===== src/rtl/hazard_pkg.sv =====
// Shared types and encodings for the pipeline hazard unit.
// Latency: n/a (types, constants and a pure combinational helper only).
// Backpressure: n/a.
package hazard_pkg;

  // Register index width for the 32-entry architectural register file.
  localparam int REG_ADDR_W_DEF = 5;

  typedef logic [REG_ADDR_W_DEF-1:0] reg_addr_t;

  // x0 is hard-wired to zero, so a write to it must never be forwarded.
  localparam reg_addr_t REG_X0 = '0;

  // Select encoding for the E-stage operand muxes.
  typedef enum logic [1:0] {
    FWD_RF = 2'b00,
    FWD_W  = 2'b01,
    FWD_M  = 2'b10
  } fwd_sel_t;

  // Operand source for one E-stage source register.
  // M is checked last so that it overrides W: M holds the younger result.
  function automatic fwd_sel_t fwd_select(
    input logic      rw_m,
    input reg_addr_t rd_m,
    input logic      rw_w,
    input reg_addr_t rd_w,
    input reg_addr_t rs
  );
    fwd_sel_t sel;
    sel = FWD_RF;
    if (rw_w && (rd_w != REG_X0) && (rd_w == rs)) begin
      sel = FWD_W;
    end
    if (rw_m && (rd_m != REG_X0) && (rd_m == rs)) begin
      sel = FWD_M;
    end
    return sel;
  endfunction

endpackage


===== src/rtl/hazard_ctrl_unit_if.sv =====
// Bundle between the pipeline datapath and the hazard unit.
// Latency: n/a (wires only).
// Backpressure: the stall/flush signals carried here are the backpressure.
interface hazard_ctrl_unit_if
  import hazard_pkg::*;
#(
  parameter int PERF_W = 32
);

  // Register indices and control bits observed from the pipeline.
  reg_addr_t Rs1_D;
  reg_addr_t Rs2_D;
  reg_addr_t Rs1_E;
  reg_addr_t Rs2_E;
  reg_addr_t RD_E;
  logic      RegWriteE;
  logic      LoadE;
  logic      McOpE;
  logic      PCSrcE;
  reg_addr_t RD_M;
  reg_addr_t RD_W;
  logic      RegWriteM;
  logic      RegWriteW;

  // Controls returned to the pipeline registers and E-stage muxes.
  logic [1:0]        ForwardAE;
  logic [1:0]        ForwardBE;
  logic              StallF;
  logic              StallD;
  logic              StallE;
  logic              FlushD;
  logic              FlushE;
  logic              FlushM;
  logic              McBusy;
  logic [PERF_W-1:0] StallCount;

  // Pipeline side: reports stage state, obeys stall/flush/forward controls.
  modport master (
    output Rs1_D, Rs2_D, Rs1_E, Rs2_E, RD_E,
    output RegWriteE, LoadE, McOpE, PCSrcE,
    output RD_M, RD_W, RegWriteM, RegWriteW,
    input  ForwardAE, ForwardBE,
    input  StallF, StallD, StallE,
    input  FlushD, FlushE, FlushM,
    input  McBusy, StallCount
  );

  // Hazard unit side.
  modport slave (
    input  Rs1_D, Rs2_D, Rs1_E, Rs2_E, RD_E,
    input  RegWriteE, LoadE, McOpE, PCSrcE,
    input  RD_M, RD_W, RegWriteM, RegWriteW,
    output ForwardAE, ForwardBE,
    output StallF, StallD, StallE,
    output FlushD, FlushE, FlushM,
    output McBusy, StallCount
  );

endinterface


===== src/rtl/mc_hold_ctr.sv =====
// Holds a multi-cycle (mul/div) op in E until it has spent MC_LAT cycles there.
// Latency: mc_stall is combinational from mc_op/pc_src and the cycle counter.
// Backpressure: mc_stall is the hold request; it never waits on anything.
module mc_hold_ctr #(
  parameter int MC_LAT = 3
) (
  input  logic clk,
  input  logic rst,
  input  logic mc_op,
  input  logic pc_src,
  output logic mc_stall
);

  // A 1-bit counter still exists for MC_LAT = 1; it simply never leaves 0.
  localparam int CNT_W = (MC_LAT > 1) ? $clog2(MC_LAT) : 1;
  localparam logic [CNT_W-1:0] CNT_LAST = CNT_W'(MC_LAT - 1);

  // Cycles the current op has already spent in E.
  logic [CNT_W-1:0] mc_cnt;
  logic [CNT_W-1:0] mc_cnt_nxt;

  // Hold while the op has not yet reached its final E cycle; masked in reset.
  always_comb begin
    mc_stall = 1'b0;
    if (!rst && mc_op && !pc_src && (mc_cnt != CNT_LAST)) begin
      mc_stall = 1'b1;
    end
  end

  // Count up while holding; any non-holding cycle (op finished, op gone,
  // or a redirect) starts the next op from zero.
  always_comb begin
    mc_cnt_nxt = '0;
    if (mc_stall) begin
      mc_cnt_nxt = mc_cnt + 1'b1;
    end
  end

  // Counter register; reset abandons any op in flight.
  always_ff @(posedge clk or posedge rst) begin
    if (rst) begin
      mc_cnt <= '0;
    end else begin
      mc_cnt <= mc_cnt_nxt;
    end
  end

endmodule


===== src/rtl/hazard_ctrl_unit.sv =====
// Hazard unit for the 5-stage core: forwarding, load-use, branch flush, mul/div hold.
// Latency: all controls combinational in the same cycle; StallCount updates at the edge.
// Backpressure: issues stalls/flushes to the pipeline; never stalled itself.
module hazard_ctrl_unit
  import hazard_pkg::*;
#(
  parameter int MC_LAT = 3,
  parameter int PERF_W = 32
) (
  input  logic             clk,
  input  logic             rst,
  hazard_ctrl_unit_if.slave hif
);

  logic mc_stall;
  logic ld_hit;
  logic lw_stall;
  logic br_take;

  logic [PERF_W-1:0] stall_count;

  mc_hold_ctr #(
    .MC_LAT (MC_LAT)
  ) u_mc_hold (
    .clk      (clk),
    .rst      (rst),
    .mc_op    (hif.McOpE),
    .pc_src   (hif.PCSrcE),
    .mc_stall (mc_stall)
  );

  // Hazard classification. A multi-cycle hold outranks a redirect (a held
  // op never resolves a branch), and a redirect makes a load-use bubble moot
  // because the dependent instruction in D is being squashed anyway.
  always_comb begin
    ld_hit = hif.LoadE && hif.RegWriteE && (hif.RD_E != REG_X0) &&
             ((hif.RD_E == hif.Rs1_D) || (hif.RD_E == hif.Rs2_D));
    br_take  = !rst && hif.PCSrcE && !mc_stall;
    lw_stall = !rst && ld_hit && !hif.PCSrcE && !mc_stall;
  end

  // Drive forwarding selects and pipeline-register enables; all zero in reset.
  // lw_stall and br_take both exclude mc_stall, so FlushE and StallE are
  // mutually exclusive by construction.
  always_comb begin
    hif.ForwardAE = FWD_RF;
    hif.ForwardBE = FWD_RF;
    hif.StallF    = 1'b0;
    hif.StallD    = 1'b0;
    hif.StallE    = 1'b0;
    hif.FlushD    = 1'b0;
    hif.FlushE    = 1'b0;
    hif.FlushM    = 1'b0;
    hif.McBusy    = 1'b0;
    if (!rst) begin
      hif.ForwardAE = fwd_select(hif.RegWriteM, hif.RD_M, hif.RegWriteW, hif.RD_W, hif.Rs1_E);
      hif.ForwardBE = fwd_select(hif.RegWriteM, hif.RD_M, hif.RegWriteW, hif.RD_W, hif.Rs2_E);
      // A held op freezes F/D/E and inserts bubbles into M behind it.
      hif.StallF    = mc_stall || lw_stall;
      hif.StallD    = mc_stall || lw_stall;
      hif.StallE    = mc_stall;
      hif.FlushM    = mc_stall;
      hif.McBusy    = mc_stall;
      // Redirect squashes the two wrong-path instructions; load-use inserts
      // one bubble into E while F/D wait for the load data.
      hif.FlushD    = br_take;
      hif.FlushE    = br_take || lw_stall;
    end
  end

  // Saturating count of fetch-stall cycles for performance monitoring.
  always_ff @(posedge clk or posedge rst) begin
    if (rst) begin
      stall_count <= '0;
    end else if (hif.StallF && (stall_count != {PERF_W{1'b1}})) begin
      stall_count <= stall_count + 1'b1;
    end
  end

  assign hif.StallCount = stall_count;

  // A stage cannot both hold its contents and be cleared in the same cycle.
  a_no_flush_e_while_stall_e : assert property (
    @(posedge clk) disable iff (rst) !(hif.FlushE && hif.StallE)
  );

  // A hold on E always implies the upstream stages hold as well.
  a_stall_e_implies_upstream : assert property (
    @(posedge clk) disable iff (rst) hif.StallE |-> (hif.StallF && hif.StallD)
  );

endmodule


===== src/flat_wrapper.sv =====
// flat-port wrapper written by rule: the top's interface ports become plain ports
module hazard_ctrl_unit_flat import hazard_pkg::*;
#(
  parameter int MC_LAT = 3,
  parameter int PERF_W = 32
)
  (clk, rst, hif_Rs1_D, hif_Rs2_D, hif_Rs1_E, hif_Rs2_E, hif_RD_E, hif_RegWriteE, hif_LoadE, hif_McOpE, hif_PCSrcE, hif_RD_M, hif_RD_W, hif_RegWriteM, hif_RegWriteW, hif_ForwardAE, hif_ForwardBE, hif_StallF, hif_StallD, hif_StallE, hif_FlushD, hif_FlushE, hif_FlushM, hif_McBusy, hif_StallCount);
  hazard_ctrl_unit_if #(.PERF_W(PERF_W)) hif_i ();
  input  logic clk;
  input  logic rst;
  input wire logic [$bits(hif_i.Rs1_D)-1:0] hif_Rs1_D;
  input wire logic [$bits(hif_i.Rs2_D)-1:0] hif_Rs2_D;
  input wire logic [$bits(hif_i.Rs1_E)-1:0] hif_Rs1_E;
  input wire logic [$bits(hif_i.Rs2_E)-1:0] hif_Rs2_E;
  input wire logic [$bits(hif_i.RD_E)-1:0] hif_RD_E;
  input wire logic [$bits(hif_i.RegWriteE)-1:0] hif_RegWriteE;
  input wire logic [$bits(hif_i.LoadE)-1:0] hif_LoadE;
  input wire logic [$bits(hif_i.McOpE)-1:0] hif_McOpE;
  input wire logic [$bits(hif_i.PCSrcE)-1:0] hif_PCSrcE;
  input wire logic [$bits(hif_i.RD_M)-1:0] hif_RD_M;
  input wire logic [$bits(hif_i.RD_W)-1:0] hif_RD_W;
  input wire logic [$bits(hif_i.RegWriteM)-1:0] hif_RegWriteM;
  input wire logic [$bits(hif_i.RegWriteW)-1:0] hif_RegWriteW;
  output wire logic [$bits(hif_i.ForwardAE)-1:0] hif_ForwardAE;
  output wire logic [$bits(hif_i.ForwardBE)-1:0] hif_ForwardBE;
  output wire logic [$bits(hif_i.StallF)-1:0] hif_StallF;
  output wire logic [$bits(hif_i.StallD)-1:0] hif_StallD;
  output wire logic [$bits(hif_i.StallE)-1:0] hif_StallE;
  output wire logic [$bits(hif_i.FlushD)-1:0] hif_FlushD;
  output wire logic [$bits(hif_i.FlushE)-1:0] hif_FlushE;
  output wire logic [$bits(hif_i.FlushM)-1:0] hif_FlushM;
  output wire logic [$bits(hif_i.McBusy)-1:0] hif_McBusy;
  output wire logic [$bits(hif_i.StallCount)-1:0] hif_StallCount;
  assign hif_i.Rs1_D = hif_Rs1_D;
  assign hif_i.Rs2_D = hif_Rs2_D;
  assign hif_i.Rs1_E = hif_Rs1_E;
  assign hif_i.Rs2_E = hif_Rs2_E;
  assign hif_i.RD_E = hif_RD_E;
  assign hif_i.RegWriteE = hif_RegWriteE;
  assign hif_i.LoadE = hif_LoadE;
  assign hif_i.McOpE = hif_McOpE;
  assign hif_i.PCSrcE = hif_PCSrcE;
  assign hif_i.RD_M = hif_RD_M;
  assign hif_i.RD_W = hif_RD_W;
  assign hif_i.RegWriteM = hif_RegWriteM;
  assign hif_i.RegWriteW = hif_RegWriteW;
  assign hif_ForwardAE = hif_i.ForwardAE;
  assign hif_ForwardBE = hif_i.ForwardBE;
  assign hif_StallF = hif_i.StallF;
  assign hif_StallD = hif_i.StallD;
  assign hif_StallE = hif_i.StallE;
  assign hif_FlushD = hif_i.FlushD;
  assign hif_FlushE = hif_i.FlushE;
  assign hif_FlushM = hif_i.FlushM;
  assign hif_McBusy = hif_i.McBusy;
  assign hif_StallCount = hif_i.StallCount;
  hazard_ctrl_unit #(.MC_LAT(MC_LAT), .PERF_W(PERF_W)) u_core (.clk(clk), .rst(rst), .hif(hif_i));
endmodule

===== config.mk =====
export PLATFORM = sky130hd
export DESIGN_NAME = hazard_ctrl_unit_flat
export DESIGN_NICKNAME = d
export VERILOG_FILES = /design/src/rtl/hazard_pkg.sv /design/src/rtl/hazard_ctrl_unit_if.sv /design/src/rtl/mc_hold_ctr.sv /design/src/rtl/hazard_ctrl_unit.sv /design/src/flat_wrapper.sv
export SDC_FILE = /design/constraint.sdc
export NUM_CORES = 1
export LEC_CHECK = 0
export BUFFER_PORTS_ARGS = -buffer_cell sky130_fd_sc_hd__buf_2
export CAP_MARGIN = 20
export CORE_MARGIN = 8
export CORE_UTILIZATION = 53
export CTS_CLUSTER_DIAMETER = 40
export DETAILED_ROUTE_END_ITERATION = 10
export GPL_TIMING_DRIVEN = 0
export PLACE_DENSITY = 0.85
export SLEW_MARGIN = 10
export SYNTH_ARGS = -nofsm -noshare
export SYNTH_HDL_FRONTEND = slang
export SYNTH_SLANG_ARGS = --single-unit

===== constraint.sdc =====
create_clock -name clk -period 4.55 [get_ports clk]
set_clock_uncertainty 0.15 [all_clocks]
set_input_delay 0.2275 -clock clk [delete_from_list [all_inputs] [get_ports clk]]
set_output_delay 0.2275 -clock clk [all_outputs]
set_load 0.02 [all_outputs]

==> out/qor.yml <==
synthesis:
  syn_area_um2: 2280
  syn_inst: 227
  synth_warnings: 0
  ys_async_sr_fraction: 1.00
  synthesis.nets: 272
  synth_ff_type: "dfrtp_1"
  ys_ff_latch: 34
  synth.avg_cell_area_um2: 10.0
  synth_seq_area_share: 0.374
  synth_cell_type_count: 46
  synth_edf_count: 0
global_route:
  grtUsageTotal: 0.195
  grt_overflow: 0
  grt_pass1_wl_um: 10300
  antenna_found_initial: 0
  grt_pass1_vias: 2260
  grt_max_degree: 36
detailed_routing:
  vias: 2106
  wirelength_um: 6140
  avgViaCountPerCell: 5.65
  wl_per_cell_um: 16.5
  drtIter0Drc: 100
  drcViolationCount: 0
  antenna_left: 0
  dr.pass1.iters: 4
place:
  numPortBuffers: 85
  post-dp-hpwl_um: 4720
  gpl.final_weighted_congestion: 0.798
  dp_cells: 364
worst_setup_path:
  path_class: "in -> out"
  max_stage_delay_ns: 0.55
  crit_arrival_ns: 2.75
  slowest_stage: "or4_1"
  crit_chain: "dlygate4sd3_1 -> buf_2 -> inv_2 -> o211ai_1 -> or4_1 -> nor4_1 -> buf_2"
  critPathLaunchType: "input pin"
  path_max_fanout: 35
  path_common_cell: "buf_2"
  ff2ff_setup_slack_ns: 1.99
  critPathRequiredTime_ns: 4.17
  endpoint_kind: "output pin"
timing:
  hold_viol: 0
  timing.fmax_mhz: 320
  relSlewSlack: 0.518
  worst_slew_pin_slew_ns: 0.722
  rsz0062_at_grt: "false"
  fin_crit_sh: 0.688
  period_needed_ns: 3.13
  slew_viol_final: 0
  tns_ns: 0
  setup-violations-final: 0
power_and_ir_drop:
  p_per_area_nw_per_um2: 277
  leakagePower_nw: 1.43
  ir_drop_mv: 0.161
final_layout:
  fillers: 348
  fin_util: 0.681
  final_cell_mix: "buf_2, xnor2_1, dfrtp_1, nand4_1, nand2_1"
  diodes: 0
  area_growth_pct: 26.6
  drive_gt1_frac: 0.368
  final_net_count: 365
  layout_commonest_cell: "buf_2"
  stdcell_count: 373
cts:
  clock_sinks: 34
  cts_buffers: 5
  clkTransAtPathRegs_ns: 0.07
  cts_setup_buffers: 0
  cts_tree: "yes"
  clk_latency_ns: 0.29
  cts_root_buffer: "clkbuf_8"
  cts.path.max_buffers: 2
  htree_levels: 2
floorplanning:
  die_y_um: 81.6
  die_w_um: 81.6
  num_rows: 24
  io_pins: 86
  die-area_um2: 6650
  initial_core_util: 0.538
  core_region_area_um2: 4230
min_path:
  hp-class: "in -> reg"
flow_run:
  maxCapViolCount: 0
status:
  status: "finished clean"
[flip-flops by register name, summed over array words and instances (netlist names)]
name / count
u_core.hif.StallCount: 32
u_core.u_mc_hold.mc_cnt: 2
[Yosys cell counts, drive strengths merged, types with 2 or more instances]
cell type  instances  area (µm²)
ha                 2        25.0
or4                4        33.8
nand2             18        72.6
and3               8        50.1
o31ai              2        20.0
o21ai              2        13.8
nor3               9        50.1
nor4               5        52.6
nor2               9        33.8
xor2              12         105
inv                4        15.0
buf                8        68.8
and4               6        52.6
a21oi              2        10.0
xnor2             49         437
and2               2        12.5
nand3             17         110
dfrtp             34         851
nand4             20         138
[report_power, final]
| part | leakage [nW] | switching (mW) | internal [mW] |
|---|---|---|---|
| logic | 0.908 | 0.107 | 0.0755 |
| registers | 0.466 | 0.0242 | 0.322 |
| clock network | 0.0524 | 0.108 | 0.164 |
| total | 1.43 | 0.239 | 0.561 |
[stage by stage]
stage | instance area, µm² | total power, mW | setup WS [ns] | hold WS, ns
final | 2880 | 0.800 | 1.42 | 0.250
after CTS | 2880 | 0.805 | 1.47 | 0.260
after floorplan | 2280 | 0.462 | 1.82 | 0.228
after global placement | 2770 | 0.529 | 1.60 | 0.264
after global routing | 2880 | 0.843 | 1.19 | 0.264
after detailed placement | 2770 | 0.533 | 2.03 | 0.280
[what timing repair did]
action | CTS | global route
hold buffers | 1 | 0
gates resized for setup | 0 | 0
hold endpoints to repair | 34 | 0
[critical path, delay by kind of cell]
family | cells | cell delay [ns]
buffers and inverters | 4 | 1.45
AND/OR/NAND/NOR | 2 | 0.84
AO/OA/AOI/OAI | 1 | 0.22
[path summary, 6_finish.rpt]
path                                       startpoint                          to  depth (start not counted)
max                                               rst            hif_ForwardAE[0]                          7
min                                        hif_PCSrcE   u_core.hif.StallCount[20]                          4
max reg2reg                  u_core.hif.StallCount[0]   u_core.hif.StallCount[31]                          7
min reg2reg                u_core.u_mc_hold.mc_cnt[0]  u_core.u_mc_hold.mc_cnt[0]                          1
max in group asynchronous                         rst    u_core.hif.StallCount[1]                          3
min in group asynchronous                         rst   u_core.hif.StallCount[23]                          3
[cells by family (layout without fill, tap and decap cells)]
family | count (synthesis) | after routing | share of synthesized area
fa+ha+maj | 2 | 2 | 0.0110
flops | 34 | 34 | 0.374
simple gates | 105 | 105 | 0.298
xor+xnor | 61 | 61 | 0.238
buf+inv | 12 | 106 | 0.0368
compound gates | 13 | 13 | 0.0429
[final cells by class]
cell class	count	area (µm²)	share of cell area
buffer	8	68.8	0.0239
clock buffer	7	76.3	0.0265
clock inverter	1	30.0	0.0104
inverter	4	15.0	0.00521
multi-input combinational	181	1340	0.466
sequential	34	851	0.295
tap	52	65.1	0.0226
timing repair buffer	86	435	0.151
[routing by layer]
metal	vias up	wire length (µm)	track usage
met2	78	3090	0.343
li1	1004	-	-
met5	-	0	0
met1	1008	2420	0.219
met3	16	485	0.0580
met4	0	144	0.0696
Note: power is estimated with default switching activity, not from simulation.
